==> config.mk <==
export PLATFORM = sky130hd
export DESIGN_NAME = alu_seq
export DESIGN_NICKNAME = d
export VERILOG_FILES = /design/src/rtl/alu_pkg.sv /design/src/rtl/alu_regfile.sv /design/src/rtl/alu_seq.sv
export SDC_FILE = /design/constraint.sdc
export NUM_CORES = 1
export LEC_CHECK = 0
export CELL_PAD_IN_SITES_DETAIL_PLACEMENT = 0
export CELL_PAD_IN_SITES_GLOBAL_PLACEMENT = 1
export CORE_MARGIN = 3
export CORE_UTILIZATION = 42
export CTS_CLUSTER_DIAMETER = 100
export CTS_CLUSTER_SIZE = 24
export DETAILED_ROUTE_END_ITERATION = 12
export PLACE_DENSITY_LB_ADDON = 0.1
export SETUP_SLACK_MARGIN = 0.3
export SYNTH_ARGS = -nofsm -noshare
export SYNTH_HDL_FRONTEND = slang
export SYNTH_SLANG_ARGS = --single-unit
==> constraint.sdc <==
create_clock -name clk -period 1.85 [get_ports clk]
set_input_delay 0.37 -clock clk [delete_from_list [all_inputs] [get_ports clk]]
set_output_delay 0.37 -clock clk [all_outputs]
set_load 0.02 [all_outputs]
==> src/rtl/alu_pkg.sv <==
// Shared types for the ALU command sequencer: opcode and sequencer state encodings.
package alu_pkg;

  localparam int DATA_W_DEFAULT = 32;

  typedef enum logic [2:0] {
    ADD   = 3'd0,
    SUB   = 3'd1,
    DIV   = 3'd2,
    MUL   = 3'd3,
    MOD   = 3'd4,
    SLT   = 3'd5,
    SEQ   = 3'd6,
    LOADI = 3'd7
  } alu_op_e;

  typedef enum logic [1:0] {
    IDLE = 2'd0,
    OPND = 2'd1,
    EXEC = 2'd2,
    WB   = 2'd3
  } alu_seq_state_e;

endpackage

==> src/rtl/alu_regfile.sv <==
// Operand register file: two combinational read ports, a debug read port and one
// synchronous write port. Entry 0 always reads as zero and ignores writes.
module alu_regfile
  import alu_pkg::*;
#(
  parameter int DATA_W = DATA_W_DEFAULT,
  parameter int NREGS  = 8,
  parameter int REG_AW = $clog2(NREGS)
) (
  input  logic              clk,
  input  logic              rst_n,
  input  logic              we,
  input  logic [REG_AW-1:0] waddr,
  input  logic [DATA_W-1:0] wdata,
  input  logic [REG_AW-1:0] raddr_a,
  output logic [DATA_W-1:0] rdata_a,
  input  logic [REG_AW-1:0] raddr_b,
  output logic [DATA_W-1:0] rdata_b,
  input  logic [REG_AW-1:0] dbg_addr,
  output logic [DATA_W-1:0] dbg_data
);

  logic [DATA_W-1:0] mem_q [NREGS];
  logic [DATA_W-1:0] mem_d [NREGS];

  always_comb begin
    mem_d = mem_q;
    if (we && (waddr != '0)) begin
      mem_d[waddr] = wdata;
    end
  end

  always_ff @(posedge clk or negedge rst_n) begin
    if (!rst_n) begin
      for (int i = 0; i < NREGS; i++) begin
        mem_q[i] <= '0;
      end
    end else begin
      mem_q <= mem_d;
    end
  end

  assign rdata_a  = (raddr_a  == '0) ? '0 : mem_q[raddr_a];
  assign rdata_b  = (raddr_b  == '0) ? '0 : mem_q[raddr_b];
  assign dbg_data = (dbg_addr == '0) ? '0 : mem_q[dbg_addr];

endmodule

==> src/rtl/alu_seq.sv <==
// Command-driven sequencer around a purely combinational ALU: fetches operands,
// drives the ALU, applies the zero-divisor policy and writes the result back.
module alu_seq
  import alu_pkg::*;
#(
  parameter int DATA_W = DATA_W_DEFAULT,
  parameter int NREGS  = 8,
  parameter int REG_AW = $clog2(NREGS)
) (
  input  logic              clk,
  input  logic              rst_n,
  input  logic              cmd_valid,
  output logic              cmd_ready,
  input  logic [2:0]        cmd_op,
  input  logic [REG_AW-1:0] cmd_rd,
  input  logic [REG_AW-1:0] cmd_rs1,
  input  logic [REG_AW-1:0] cmd_rs2,
  input  logic [DATA_W-1:0] cmd_imm,
  output logic [DATA_W-1:0] alu_a,
  output logic [DATA_W-1:0] alu_b,
  output logic [2:0]        alu_op,
  input  logic [DATA_W-1:0] alu_res,
  output logic              rsp_valid,
  output logic [REG_AW-1:0] rsp_rd,
  output logic [DATA_W-1:0] rsp_data,
  output logic              rsp_err,
  input  logic [REG_AW-1:0] dbg_addr,
  output logic [DATA_W-1:0] dbg_data
);

  alu_seq_state_e    state_q, state_d;
  alu_op_e           op_q, op_d;
  logic [REG_AW-1:0] rd_q, rd_d;
  logic [REG_AW-1:0] rs1_q, rs1_d;
  logic [REG_AW-1:0] rs2_q, rs2_d;
  logic [DATA_W-1:0] imm_q, imm_d;
  logic [DATA_W-1:0] alu_a_q, alu_a_d;
  logic [DATA_W-1:0] alu_b_q, alu_b_d;
  alu_op_e           alu_op_q, alu_op_d;
  logic              rsp_valid_q, rsp_valid_d;
  logic [REG_AW-1:0] rsp_rd_q, rsp_rd_d;
  logic [DATA_W-1:0] rsp_data_q, rsp_data_d;
  logic              rsp_err_q, rsp_err_d;
  logic [DATA_W-1:0] rs1_data, rs2_data;

  alu_regfile #(
    .DATA_W (DATA_W),
    .NREGS  (NREGS),
    .REG_AW (REG_AW)
  ) u_regfile (
    .clk      (clk),
    .rst_n    (rst_n),
    .we       (state_q == WB),
    .waddr    (rsp_rd_q),
    .wdata    (rsp_data_q),
    .raddr_a  (rs1_q),
    .rdata_a  (rs1_data),
    .raddr_b  (rs2_q),
    .rdata_b  (rs2_data),
    .dbg_addr (dbg_addr),
    .dbg_data (dbg_data)
  );

  always_comb begin
    state_d     = state_q;
    op_d        = op_q;
    rd_d        = rd_q;
    rs1_d       = rs1_q;
    rs2_d       = rs2_q;
    imm_d       = imm_q;
    alu_a_d     = alu_a_q;
    alu_b_d     = alu_b_q;
    alu_op_d    = alu_op_q;
    rsp_valid_d = rsp_valid_q;
    rsp_rd_d    = rsp_rd_q;
    rsp_data_d  = rsp_data_q;
    rsp_err_d   = rsp_err_q;

    unique case (state_q)
      IDLE: begin
        if (cmd_valid) begin
          op_d    = alu_op_e'(cmd_op);
          rd_d    = cmd_rd;
          rs1_d   = cmd_rs1;
          rs2_d   = cmd_rs2;
          imm_d   = cmd_imm;
          state_d = OPND;
        end
      end
      OPND: begin
        if (op_q == LOADI) begin
          alu_a_d  = imm_q;
          alu_b_d  = '0;
          alu_op_d = ADD;
        end else begin
          alu_a_d  = rs1_data;
          alu_b_d  = rs2_data;
          alu_op_d = op_q;
        end
        state_d = EXEC;
      end
      EXEC: begin
        rsp_valid_d = 1'b1;
        rsp_rd_d    = rd_q;
        // A zero divisor overrides whatever the ALU produces.
        if ((alu_op_q == DIV) && (alu_b_q == '0)) begin
          rsp_data_d = '1;
          rsp_err_d  = 1'b1;
        end else if ((alu_op_q == MOD) && (alu_b_q == '0)) begin
          rsp_data_d = alu_a_q;
          rsp_err_d  = 1'b1;
        end else begin
          rsp_data_d = alu_res;
          rsp_err_d  = 1'b0;
        end
        state_d = WB;
      end
      WB: begin
        rsp_valid_d = 1'b0;
        state_d     = IDLE;
      end
      default: state_d = IDLE;
    endcase
  end

  always_ff @(posedge clk or negedge rst_n) begin
    if (!rst_n) begin
      state_q     <= IDLE;
      op_q        <= ADD;
      rd_q        <= '0;
      rs1_q       <= '0;
      rs2_q       <= '0;
      imm_q       <= '0;
      alu_a_q     <= '0;
      alu_b_q     <= '0;
      alu_op_q    <= ADD;
      rsp_valid_q <= 1'b0;
      rsp_rd_q    <= '0;
      rsp_data_q  <= '0;
      rsp_err_q   <= 1'b0;
    end else begin
      state_q     <= state_d;
      op_q        <= op_d;
      rd_q        <= rd_d;
      rs1_q       <= rs1_d;
      rs2_q       <= rs2_d;
      imm_q       <= imm_d;
      alu_a_q     <= alu_a_d;
      alu_b_q     <= alu_b_d;
      alu_op_q    <= alu_op_d;
      rsp_valid_q <= rsp_valid_d;
      rsp_rd_q    <= rsp_rd_d;
      rsp_data_q  <= rsp_data_d;
      rsp_err_q   <= rsp_err_d;
    end
  end

  // Gated by rst_n so the source never sees ready while the block is held in reset.
  assign cmd_ready = (state_q == IDLE) && rst_n;
  assign alu_a     = alu_a_q;
  assign alu_b     = alu_b_q;
  assign alu_op    = alu_op_q;
  assign rsp_valid = rsp_valid_q;
  assign rsp_rd    = rsp_rd_q;
  assign rsp_data  = rsp_data_q;
  assign rsp_err   = rsp_err_q;

endmodule

==> results.tsv <==
stage	metric	value	unit
run_status	status	finished with violations	
run_status	failing checks	setup timing	
critical_path	Critical Path RT	1.48	ns
global_route	antenna violations before repair	0	
die	DIE HEIGHT	225.5	um
die	Die X	225.5	um
die	die area	50850	um^2
sta	worst-margin pin slew	0.6864	ns
clocking	Inserted Clock Buffers	19	
critical_path	Critical Path Slowest Stage Cell	mux4_2	
sta	Final Worst Setup Slack	-0.2829	ns
critical_path	reg2reg start	alu_b[22]$_DFFE_PN0N_	
logic_synthesis	post-synthesis net count	1683	
critical_path	reg-to-reg endpoint	rsp_data[6]$_DFFE_PN0P_	
logic_synthesis	Synth Area in Adders	0.003091	
global_route	largest net degree at the start of global routing	95	
critical_path	CP arrival	1.76	ns
routing	Routed WL	85.21	mm
sta	Tmin final	2.133	ns
pwr	sequential power share	0.254	
logic_synthesis	Syn Inst Count	1596	
hold_path	hold path start	alu_res[10]	
logic_synthesis	Synth area leader	dfrtp_1	
sta	fmax	468.9	MHz
die	core region area	47050	um^2
pwr	PwrDens	1970	nW/um^2
routing	DR vias/cell	6.223	
flow_run	maxcap violations	0	
die	starting density of the core	0.4301	
hold_path	WHS Endpoint	rsp_data[10]$_DFFE_PN0P_	
clocking	TritonCTS clock tree	built	
logic_synthesis	top cell type's share of synthesized area	0.4625	
logic_synthesis	predominant post-synthesis flop cell	dfrtp_1	
clocking	htree depth	1	
clocking	worst skew pair latency	0.56	ns
logic_synthesis	synth warn	0	
logic_synthesis	Mapped Area	20240	um^2
clocking	Clock transition at path regs	0.11	ns
clocking	Root Buffer	clkbuf_16	
logic_synthesis	Post-synth EDFFs	0	
clocking	clock sinks	374	
global_route	GRT Util Overall	0.3030	
pwr	PnR Total Power	61.99	mW
logic_synthesis	largest family of logic cells by synthesized area	multiplexers	
critical_path	CP cell instances	mux4_2, nand2_2, o21ai_4, buf_6	
logic_synthesis	register bit total from synthesis	374	
sta	Tcrit/Tclk final	1.153	
placed_design	Port Buf Inserts	218	
critical_path	WP buf/inv	1	
sta	RSZ-0062 raised after global routing	true	
global_route	vias in the first global route	17670	
placed_design	worst slack, placed	-0.5764	ns
critical_path	CP max stage delay	0.48	ns
logic_synthesis	mux contribution to synthesized area	0.3177	
pwr	P_leak	13.81	nW
critical_path	CP top delay family	multiplexers	
sta	max_slew headroom	0.5424	
logic_synthesis	number of library cell types mapped by synthesis	43	
critical_path	worst r2r path cells	9	
routing	post-route ant nets	0	
routing	DR DRC count	0	
critical_path	Reg2Reg Setup Slack	-0.28	ns
logic_synthesis	ranking of synthesized cells by area	dfrtp_1 46%, mux2_2 18%, mux4_2 11%	
placed_design	placer congestion estimate	0.8565	
die	row count	79	
finish	nets@finish	2317	
logic_synthesis	syn_area_per_cell	12.68	um^2
global_route	GR Overflow Total	0	
finish	Layout area overhead	55.47	%
clocking	clock buffer depth	3	
pwr	VDD IR max	850.5	uV
critical_path	CP startpoint kind	flip-flop	
sta	Final Hold Fails	0	
logic_synthesis	register area share after synthesis	0.4625	
logic_synthesis	XOR/XNOR Fraction of Synth Area	0	
sta	Slew Limit Fails	0	
pwr	Gate power share	0.667	
logic_synthesis	Synth Area in Compound Gates	0.09719	
pwr	switching power	24.61	mW
pwr	switch share	0.3970	
sta	Clock Skew	0.02902	ns
logic_synthesis	ys async rst share	1.000	
routing	Iteration-0 DRC Markers	1572	
critical_path	CP Class	flip-flop to output port	
critical_path	Worst setup EP type	output port	
logic_synthesis	area share of and/or/nand/nor cells after synthesis	0.07574	
pwr	Clk pwr share	0.080	
pwr	internal power	37.38	mW
routing	via count	17710	
global_route	first-pass GRT wire length	115.7	mm
hold_path	Hold Crit Depth	3	
hold_path	Hold WC Path Type	input port to flip-flop	
placed_design	detailed placement HPWL	48.78	mm
routing	drt first pass iters	5	
die	I/O pins	219	
sta	# setup viols final	134	
finish	share of layout cells above drive strength 1	0.6392	
routing	DR WL/cell	29.94	um
finish	fillers	3385	
critical_path	CP max FO	2	
## timing repair
action,4_1_cts,5_1_grt
hold endpoints to repair,35,0
hold buffers,1,0
gates cloned,20,26
resized for setup,960,350
endpoints found under the setup margin,505,454
pin swaps,98,89
buffers inserted,100,55
## cell families (layout without fill, tap and decap cells)
family / after synthesis / after routing
buf+inv: 190 / 831
fa+ha+maj: 5 / 5
other cells: 0 / 2
compound gates: 265 / 265
flops: 374 / 374
simple gates: 294 / 294
mux: 468 / 468
## registers in the layout, summed over array words and instances, names as in the netlist
register and cells:
rsp_err 1, rsp_data 32, rsp_rd 3, alu_b 32
rsp_valid 1, rs1_q 3, rs2_q 3, op_q 3
u_regfile.mem_q 224, state_q 2, rd_q 3, imm_q 32
alu_op 3, alu_a 32
## layer usage
layer / vias up / global-route usage / wire, um
met5: - / 0 / 0
met4: 0 / 0.07401 / 2325
met3: 141 / 0.04846 / 6689
met2: 816 / 0.4964 / 39900
met1: 9383 / 0.4250 / 36300
li1: 7371 / - / -
## cell usage in the layout (no fill, tap or decap), drive strengths merged
cell type / synthesis / final
a31oi: 64 / 64
o32ai: 31 / 31
dlygate4sd3: 0 / 1
mux2: 363 / 363
clkinv: 0 / 2
nand4b: 3 / 3
nor4: 8 / 8
a22oi: 31 / 31
inv: 38 / 38
nand3: 35 / 35
and2: 1 / 1
mux2i: 9 / 9
o22ai: 1 / 1
o21a: 1 / 1
diode: 0 / 2
and3: 1 / 1
nor3: 4 / 4
clkdlybuf4s50: 0 / 77
buf: 85 / 665
a211oi: 2 / 2
bufinv: 0 / 1
nor2: 66 / 66
and4: 2 / 2
dfrtp: 374 / 374
a221oi: 31 / 31
nor4bb: 2 / 2
nor2b: 36 / 36
nand4: 35 / 35
o21ai: 34 / 34
nand2b: 31 / 31
mux4: 96 / 96
o211ai: 3 / 3
clkbuf: 67 / 47
a221o: 29 / 29
ha: 5 / 5
a21o: 1 / 1
o31ai: 32 / 32
a21oi: 5 / 5
nand2: 70 / 70
## Yosys cell counts, drive strengths merged (32+ instances only)
cell    count
nor2b      36
inv        38
nor2       66
o31ai      32
nand4      35
o21ai      34
mux2      363
buf        85
a31oi      64
nand2      70
dfrtp     374
clkbuf     67
mux4       96
nand3      35
## area by class of cell
type                    count  area, um^2  area share
diodes                      2       5.005   0.0001591
well taps                 607       759.5     0.02414
clock inverters             3       40.04    0.001273
inverters                  38       142.6    0.004534
clock buffers              25       498.0     0.01583
flip-flops and latches    374        9425      0.2996
repair buffers            765        8288      0.2634
multi-input cells        1032       12300      0.3911
## how the worst max path moves through the flow
stage | from | end | slack (ns) | cells after the start
after CTS | u_regfile.mem_q[90]$_DFFE_PN0P_ | dbg_data[26] | -0.30 | 4
after detailed placement | dbg_addr[0] | dbg_data[22] | -0.58 | 5
after floorplan | state_q[0]$_DFFE_PN0P_ | imm_q[10]$_DFFE_PN0P_ | 0.19 | 5
final | u_regfile.mem_q[38]$_DFFE_PN0P_ | dbg_data[6] | -0.28 | 4
after global routing | u_regfile.mem_q[101]$_DFFE_PN0P_ | dbg_data[5] | -0.32 | 4
after global placement | dbg_addr[0] | dbg_data[28] | -0.57 | 6
## per-stage QoR
step / cell area (um^2) / TNS (ns) / hold slack (ns) / cells / util
final: 31460 / -16.80 / 0.3841 / 2846 / 0.6687
after global routing: 31460 / -22.63 / 0.3803 / 2844 / 0.6686
after CTS: 28790 / -12.74 / 0.3586 / 2763 / 0.6120
after detailed placement: 25970 / -26.08 / 0.4463 / 2614 / 0.5521
after global placement: 25970 / -24.94 / 0.4562 / 2614 / 0.5521
after floorplan: 20750 / 0 / 0.07441 / 1596 / -
## tightest hold or removal path, delay by kind of cell
kind	cells	cell delay, ns
buffers and inverters	1	0.42
AOI/OAI and AO/OA	2	0.12
## power by group through the flow
stage | registers [mW] | clock network, mW | logic, mW
finish | 15.7 | 4.93 | 41.3
global route | 16.1 | 5.24 | 43.3
CTS | 15.5 | 4.97 | 35.3
floorplan | 16.6 | 0 | 16.2
global placement | 16.1 | 0 | 30.1
detailed placement | 16.2 | 0 | 30.5
No activity file was read; power rests on OpenSTA's default activity.
